## config.mk

```make
export PLATFORM = sky130hd
export DESIGN_NAME = fp_result_collector
export DESIGN_NICKNAME = d
export VERILOG_FILES = /design/src/rtl/fp_alu_pkg.sv /design/src/rtl/fp_word_fifo.sv /design/src/rtl/fp_result_collector.sv
export SDC_FILE = /design/constraint.sdc
export NUM_CORES = 1
export LEC_CHECK = 0
export ABC_AREA = 1
export BUFFER_PORTS_ARGS = -buffer_cell sky130_fd_sc_hd__buf_2
export CORE_UTILIZATION = 45
export DETAILED_ROUTE_END_ITERATION = 12
export PLACE_DENSITY_LB_ADDON = 0.05
export SYNTH_ARGS = -nofsm -noshare
export SYNTH_HDL_FRONTEND = slang
export SYNTH_HIERARCHICAL = 1
export SYNTH_SLANG_ARGS = --single-unit
export TNS_END_PERCENT = 50
```

## constraint.sdc

```tcl
create_clock -name clk -period 2.95 [get_ports clk]
set_input_delay 0.295 -clock clk [delete_from_list [all_inputs] [get_ports clk]]
set_output_delay 0.295 -clock clk [all_outputs]
set_load 0.05 [all_outputs]
```

## src/rtl/fp_alu_pkg.sv

```systemverilog
// fp_alu_pkg: definitions shared by the FP32 ALU result-side blocks.
//   - FP32 field positions and the all-ones exponent
//   - collector capture FSM state encodings
//   - classification flags struct and a helper that classifies one word
package fp_alu_pkg;

    localparam int         SIGN_BIT = 31;
    localparam int         EXP_MSB  = 30;
    localparam int         EXP_LSB  = 23;
    localparam int         MANT_W   = 23;
    localparam logic [7:0] EXP_ALL1 = 8'hFF;

    typedef enum logic [3:0] {
        IDLE     = 4'd0,
        B1       = 4'd1,
        B2       = 4'd2,
        B3       = 4'd3,
        WAIT_LOW = 4'd4
    } col_state_e;

    typedef struct packed {
        logic nan;
        logic inf;
        logic zero;
    } fp_class_t;

    function automatic fp_class_t fp_classify(input logic [31:0] w);
        fp_class_t         c;
        logic [7:0]        e;
        logic [MANT_W-1:0] m;
        e      = w[EXP_MSB:EXP_LSB];
        m      = w[MANT_W-1:0];
        c.nan  = (e == EXP_ALL1) && (m != '0);
        c.inf  = (e == EXP_ALL1) && (m == '0);
        c.zero = (e == 8'h00)    && (m == '0);
        return c;
    endfunction

endpackage

```

## src/rtl/fp_word_fifo.sv

```systemverilog
// fp_word_fifo: synchronous first-word-fall-through FIFO of 32-bit words.
//   clk, rst   : clock, synchronous active-high reset
//   push, din  : write request and data; dropped when full unless popping too
//   pop        : read request; ignored when empty
//   dout       : head entry (valid while !empty)
//   full/empty : occupancy flags
//   count      : words held, 0..DEPTH
module fp_word_fifo #(
    parameter  int DEPTH = 4,
    localparam int AW    = $clog2(DEPTH),
    localparam int CNT_W = AW + 1
) (
    input  logic             clk,
    input  logic             rst,
    input  logic             push,
    input  logic             pop,
    input  logic [31:0]      din,
    output logic [31:0]      dout,
    output logic             full,
    output logic             empty,
    output logic [CNT_W-1:0] count
);

    logic [31:0]   mem [DEPTH];
    logic [AW-1:0] wptr, rptr;
    logic          wr_en, rd_en;

    assign full  = (count == CNT_W'(DEPTH));
    assign empty = (count == '0);
    assign dout  = mem[rptr];

    // A full FIFO still takes a write when the head leaves on the same edge;
    // wptr == rptr then, and the head is read before it is overwritten.
    assign wr_en = push & (~full | pop);
    assign rd_en = pop & ~empty;

    always_ff @(posedge clk) begin
        if (wr_en) mem[wptr] <= din;
    end

    always_ff @(posedge clk) begin
        if (rst) begin
            wptr  <= '0;
            rptr  <= '0;
            count <= '0;
        end else begin
            if (wr_en) wptr <= wptr + 1'b1;
            if (rd_en) rptr <= rptr + 1'b1;
            case ({wr_en, rd_en})
                2'b10:   count <= count + 1'b1;
                2'b01:   count <= count - 1'b1;
                default: count <= count;
            endcase
        end
    end

endmodule

```

## src/rtl/fp_result_collector.sv

```systemverilog
// fp_result_collector: reassembles the ALU's byte-serial results into FP32
// words, buffers them, and streams them out with classification flags.
//   clk, rst           : clock, synchronous active-high reset
//   res_byte, res_done : ALU result bytes, LSB first, while res_done is high
//   m_data, m_valid,
//   m_ready            : output word stream (FWFT head of the buffer)
//   m_is_nan/inf/zero  : classification of the head word
//   count              : words buffered
//   frame_err          : one-cycle pulse when a burst ends early
//   overflow, clr_ovf  : sticky dropped-word flag and its clear
module fp_result_collector
    import fp_alu_pkg::*;
#(
    parameter int DEPTH = 4,
    parameter int CNT_W = 3
) (
    input  logic             clk,
    input  logic             rst,
    input  logic [7:0]       res_byte,
    input  logic             res_done,
    output logic [31:0]      m_data,
    output logic             m_valid,
    input  logic             m_ready,
    output logic             m_is_nan,
    output logic             m_is_inf,
    output logic             m_is_zero,
    output logic [CNT_W-1:0] count,
    output logic             frame_err,
    output logic             overflow,
    input  logic             clr_ovf
);

    col_state_e  state, state_nxt;
    logic        done_q;
    logic [23:0] asm_q;       // bytes 0..2 of the word in flight
    logic [2:0]  lane_we;     // which byte lane latches res_byte this cycle
    logic        push, abort, pop;
    logic        full, empty;
    logic [31:0] head;
    fp_class_t   cls;

    always_comb begin
        state_nxt = state;
        lane_we   = '0;
        push      = 1'b0;
        abort     = 1'b0;
        case (state)
            IDLE: begin
                // Only a rising res_done starts a burst.
                if (res_done && !done_q) begin
                    lane_we[0] = 1'b1;
                    state_nxt  = B1;
                end
            end
            B1: begin
                if (res_done) begin lane_we[1] = 1'b1; state_nxt = B2; end
                else          begin abort      = 1'b1; state_nxt = IDLE; end
            end
            B2: begin
                if (res_done) begin lane_we[2] = 1'b1; state_nxt = B3; end
                else          begin abort      = 1'b1; state_nxt = IDLE; end
            end
            B3: begin
                if (res_done) begin push  = 1'b1; state_nxt = WAIT_LOW; end
                else          begin abort = 1'b1; state_nxt = IDLE; end
            end
            WAIT_LOW: begin
                // Surplus done cycles are swallowed silently.
                if (!res_done) state_nxt = IDLE;
            end
            default: state_nxt = IDLE;
        endcase
    end

    always_ff @(posedge clk) begin
        if (rst) begin
            state     <= IDLE;
            done_q    <= 1'b0;
            asm_q     <= '0;
            frame_err <= 1'b0;
            overflow  <= 1'b0;
        end else begin
            state     <= state_nxt;
            done_q    <= res_done;
            frame_err <= abort;
            for (int i = 0; i < 3; i++)
                if (lane_we[i]) asm_q[8*i +: 8] <= res_byte;
            if (clr_ovf)
                overflow <= 1'b0;
            else if (push && full && !pop)
                overflow <= 1'b1;
        end
    end

    assign pop = m_valid & m_ready;

    // The last byte goes straight into the FIFO, so the word is visible the
    // cycle after the fourth byte.
    fp_word_fifo #(.DEPTH(DEPTH)) u_fifo (
        .clk   (clk),
        .rst   (rst),
        .push  (push),
        .pop   (pop),
        .din   ({res_byte, asm_q}),
        .dout  (head),
        .full  (full),
        .empty (empty),
        .count (count)
    );

    // Gate with empty so stale storage never shows after reset.
    assign m_valid   = ~empty;
    assign m_data    = empty ? 32'h0 : head;
    assign cls       = fp_classify(m_data);
    assign m_is_nan  = m_valid & cls.nan;
    assign m_is_inf  = m_valid & cls.inf;
    assign m_is_zero = m_valid & cls.zero;

endmodule

```

After elaboration in Yosys (flattened, before gate mapping)
Memory sizes are Yosys's and may differ from the RTL's. A register that Yosys moved wholly into a read port is not among the register bits. Cells that the tools add are included.

Input port bits: 13. Output and inout bits: 41. Bits in registers: 38. Memories kept: 1. Bits in writable memories: 128. Word-level logic and storage cells: 72.

Eq/ne operators: 10. Add/sub/neg operators: 4. Reductions and logical operators: 18. Multiplexer cells: 19. Bitwise operators: 10.

Memories: u_fifo.mem (words 4, bits a word 32, rd ports 1, clocked after memory_dff 1, wr ports 1, line fp_word_fifo.sv:24) `logic [31:0] mem [DEPTH];`.

Operator list (number): $mux W32 (1); $logic_not A23 Y1 (1); $reduce_bool A23 Y1 (1); $pmux W4 S5 (1); $mux W1 (9); $eq A4 B2 Y1 const B (2); $eq A8 B8 Y1 const B (1); $logic_not A8 Y1 (1); $mux W2 (4); $mux W4 (2); $and A1 B1 Y1 (6); $logic_and A1 B1 Y1 (6); $pmux W3 S2 (1); $add A2 B1 Y2 const B (2); $eq A4 B1 Y1 const B (1); $eq A4 B3 Y1 const B (1); $logic_not A4 Y1 (1); $ne A2 B2 Y1 const B (2); $reduce_or A2 Y1 (2); $add A3 B1 Y3 const B (1); $eq A3 B3 Y1 const B (1); $logic_not A3 Y1 (1); $mux W3 (1); $not A1 Y1 (3); 8 further kinds (9).

Depth between registers and ports, before layout
Depth in word-level cells: 7. Gate-level depth with buffers: 19. Gate-level depth less buffers: 18.

Modules after synthesis
The synthesis kept the hierarchy.

Modules (own cells, without submodules): fp_word_fifo (cells each 383, times used 1, area an instance 5278.8 µm², seq. area each 4023.9 µm²); fp_result_collector (cells each 235, times used 1, area an instance 1503.9 µm², seq. area each 600.6 µm²).

Least setup slack after synthesis
No wires, ideal clock.

Kind: reg-to-reg. Start: reg u_fifo.count[2]. End: mem u_fifo.mem[0][0] (enable). Setup slack: -0.761 ns. Library setup time: 0.421 ns. Clock period less this slack: 3.711 ns. Stages on the path, launching flop included: 12. Required time: 2.529 ns. Data arrival time: 3.290 ns. Buffers on the path: 1. Cell sequence: dfxtp_1 -> inv_1 -> nand2_1 -> inv_1 -> inv_2 -> buf_2 -> nand2_1 -> inv_1 -> inv_1 -> nand3_1 -> nand2_1 -> nor2_1.

Word-level cells in the longest chain between the ends: 7. Elaborated cells between the ends (all ways): 9. Those cells by class: eq/ne (1); mux (2); bitwise (5); reduce/logical (1).

Ends and longest elaborated chain: start, declared (line fp_word_fifo.sv:21) `output logic [CNT_W-1:0] count`; start signal, assigned (line fp_word_fifo.sv:50) `2'b10: count <= count + 1'b1;`; start signal, assigned (line fp_word_fifo.sv:51) `2'b01: count <= count - 1'b1;`; start signal, assigned (line fp_word_fifo.sv:52) `default: count <= count;`; $logic_not A3 Y1 (line fp_word_fifo.sv:29) `assign empty = (count == '0);`; via empty (line fp_result_collector.sv:38) `logic full, empty;`; $not A1 Y1 (line fp_result_collector.sv:112) `assign m_valid = ~empty;`; via m_valid (line fp_result_collector.sv:22) `output logic m_valid,`; $and A1 B1 Y1 (line fp_result_collector.sv:95) `assign pop = m_valid & m_ready;`; via pop (line fp_result_collector.sv:37) `logic push, abort, pop;`; $or A1 B1 Y1 (line fp_word_fifo.sv:34) `assign wr_en = push & (~full | pop);`; $and A1 B1 Y1 (line fp_word_fifo.sv:34); $mux W1 (line fp_word_fifo.sv:38) `if (wr_en) mem[wptr] <= din;`; $mux W1 (not written as such) (line fp_word_fifo.sv:38); end, declared (line fp_word_fifo.sv:24).

The timed path passes the listed nets, and every way through them passes these cells.

==> results.toml <==
[timing]
rsz0062_at_grt = "false"
slew_headroom_pct = 59.40
clock_skew_ps = 4.194
fin_crit_ps = 2761
fmax_mhz = 362.2
fin_crit_sh_pct = 93.60
finalMaxSlewViolations = 0
hold_viol = 0
whs_ps = 92.84
setup_ws_ps = 188.9
setup_viol = 0
worst_slew_pin_slew_ps = 608.3

[clock_tree]
cts.path.max_buffers = 2
clock_sinks = 167
root_buffer = "clkbuf_16"
clk_pin_slew_ps = 60
clock_latency_ps = 420
cts_buffers = 17
cts_tree = "yes"
postCtsHoldBufs = 0
htree_levels = 4

[worst_setup_path]
cpPeakStageDelay_ps = 470
setup.worst_path.end_class = "output port"
cp_slowest_cell = "dfxtp_2"
cp-start-kind = "flip-flop"
r2r_cells = 16
cp_common_cell = "nor2_1"
r2r-start = "u_fifo/count[0]"
r2r_end = "u_fifo/count[2]"
ff2ff_setup_slack_ps = 380
crit_chain = "inv_8 -> o21ai_1 -> o22ai_1 -> o21ai_0 -> nand2_1 -> nor2_1 -> nand3_1 -> nor2_1 -> buf_2"
critical_path.max_fanout = 64
crit_arrival_ps = 2470
path_class = "flip-flop to output port"
path_delay_family = "simple AND/OR/NAND/NOR gates"
cp.required_ps = 2650
worst-path-buf-inv = 2

[die]
dieArea_um2 = 15570
dieWidth_um = 124.8
ios = 54
core.rowCount = 44
chipHeight_um = 124.8
start_util_pct = 46.32
core_region_area_um2 = 14640

[routing]
drt-total-wl_um = 14790
wl_per_cell_um = 16.92
drc_errors = 4
ant_nets = 0
routed_via_density = 5.152
drt_iter0_markers = 259
dr.pass1.iters = 8
vias = 4503

[synth]
yosys.area.top_type = "edfxtp_1"
yosys_warnings = 6
synth_area_leaders = "edfxtp_1 (57%), dfxtp_1 (12%), nor2_1 (8.0%), o21ai_0 (5.3%), inv_1 (3.6%)"
synthCells = 618
syn-mean-instance-area_um2 = 10.98
synth_top_cell_area_share_pct = 56.67
syn_nets = 637
seq_area_frac_synth_pct = 68.18
ys_types = 31
syn-cell-area_um2 = 6783
synth-seq-cells = 167

[min_path]
min_from = "res_done"
min_path_cells = 2
min_to = "frame_err"
hold_class = "primary input to flip-flop"

[global_routing]
track_usage_pct = 20.03
overflow = 0
grt_pass1_vias = 4192
grt_max_degree = 65
grt_pass1_wl_um = 23040
antenna_found_initial = 0

[power]
power.leakage_nw = 3.047
powerDensity_nw_per_um2 = 614.8
max-vdd-ir-drop_mv = 0.3804

[placement]
portBuffers = 53
post-dp-hpwl_um = 8928
place_ws_ps = 416.3
routabilityCongestion = 0.7803

[cells_and_area]
nets = 696
drive_gt1_share_pct = 15.80
area_growth_pct = 15.02
diodes = 0

[flow_run]
maxCapViolCount = 0

[outcome]
outcome = "finished with violations"
violations = "DRC"
-- cell type report --
type | count | area (µm²)
fillers | 1300 | 6843
flip-flops and latches | 167 | 4626
multi-input cells | 353 | 1704
clock buffers | 21 | 440.4
repair buffers | 66 | 410.4
inverters | 72 | 282.8
well taps | 184 | 230.2
clock inverters | 11 | 107.6
-- per-stage QoR --
step	util (%)	instances	setup TNS, ps	power, mW	instance area, µm²
after floorplan	-	618	-35810	2.730	6793
after global placement	49.44	842	0	2.790	7241
after detailed placement	49.44	842	0	2.794	7241
after CTS	53.19	874	0	4.850	7789
after global routing	53.27	874	0	4.951	7801
final	53.27	874	0	4.796	7801
-- report_power, final --
part / leakage, nW / internal [mW] / switching [mW]
Combinational: 1.30 / 0.0391 / 0.105
Clock: 0.257 / 1.23 / 0.826
Sequential: 1.49 / 2.56 / 0.0321
-- registers in the layout (all words and copies together) (netlist names), named ones only --
name and flops:
u_fifo/rptr 2, overflow 1, u_fifo/wptr 2, u_fifo/mem 128, asm_q 24, u_fifo/count 3, state 3, done_q 1
frame_err 1
-- how the worst max path moves through the flow --
stage | start | to | cells after the start
floorplan | u_fifo/count[2] | u_fifo/mem[0][0] | 11
global route | flip-flop | m_is_zero | 9
global placement | u_fifo/count[0] | u_fifo/count[2] | 18
finish | flip-flop | m_is_inf | 9
detailed placement | u_fifo/count[0] | u_fifo/count[2] | 18
CTS | flip-flop | m_is_zero | 9
-- what timing repair did --
| item | in CTS | in global routing |
|---|---|---|
| endpoints found under the setup margin | 0 | 2 |
| gates resized for setup | 0 | 5 |
| setup buffers | 0 | 0 |
-- kinds of logic after synthesis --
| logic type | synth area share [%] |
|---|---|
| fa+ha+maj | 1.217 |
| simple gates | 11.82 |
| buf+inv | 6.991 |
| flops | 68.18 |
| compound gates | 11.79 |
-- cells in the final DEF (no fill, tap or decap), types with 2 or more instances in the layout --
| master | n |
|---|---|
| o21ai_0 | 72 |
| ha_1 | 5 |
| a21oi_1 | 15 |
| nor2_2 | 3 |
| buf_2 | 52 |
| inv_1 | 65 |
| nand3_2 | 2 |
| inv_4 | 2 |
| buf_12 | 3 |
| o22ai_1 | 32 |
| inv_2 | 4 |
| clkinv_2 | 2 |
| edfxtp_1 | 128 |
| buf_6 | 2 |
| clkinvlp_4 | 3 |
| o21ai_1 | 29 |
| nor2_4 | 2 |
| nor2_1 | 141 |
| buf_4 | 8 |
| bufinv_16 | 2 |
| clkbuf_1 | 4 |
| clkbuf_16 | 17 |
| dfxtp_1 | 38 |
| nand3_1 | 10 |
| nand2_1 | 29 |
| clkinv_1 | 4 |
| nor3_1 | 4 |
-- routing by layer --
| layer | wire length [µm] | share of wire (%) | track usage (%) | vias to the layer above |
|---|---|---|---|---|
| li1 | - | - | - | 2243 |
| met1 | 6784 | 46 | 27.11 | 2122 |
| met2 | 7027 | 48 | 31.53 | 121 |
| met3 | 746 | 5.0 | 4.296 | 17 |
| met4 | 227 | 1.5 | 7.916 | 0 |
| met5 | 0 | 0 | 0 | - |
-- worst reg2reg max path, stage by stage (launching register included) --
cell	delay [ps]
dfxtp_1	340
nor2_1	170
nand2_1	120
inv_1	100
inv_2	40
nand2_1	70
inv_1	80
inv_1	60
nand3_1	150
nand2_1	310
ha_1	220
inv_1	70
fa_1	380
nand2_1	80
nand3_1	100
nor2_1	110
nor2_1	50
-- synthesized netlist by cell type --
cell type and number:
a211oi_2 1, a21oi_1 15, a31oi_1 1, buf_1 2
buf_2 8, buf_4 3, buf_6 10, clkbuf_1 3
dfxtp_1 39, edfxtp_1 128, fa_1 1, ha_1 5
inv_1 65, inv_2 5, inv_4 1, inv_8 1
nand2_1 29, nand3_1 10, nand3_2 2, nand3b_1 1
nand4_1 1, nor2_1 145, nor2_2 1, nor3_1 4
nor3_2 1, nor3_4 1, nor4_1 1, o21ai_0 72
o21ai_1 29, o22ai_1 32, or2_2 1
Power figures use the tool's default switching activity.
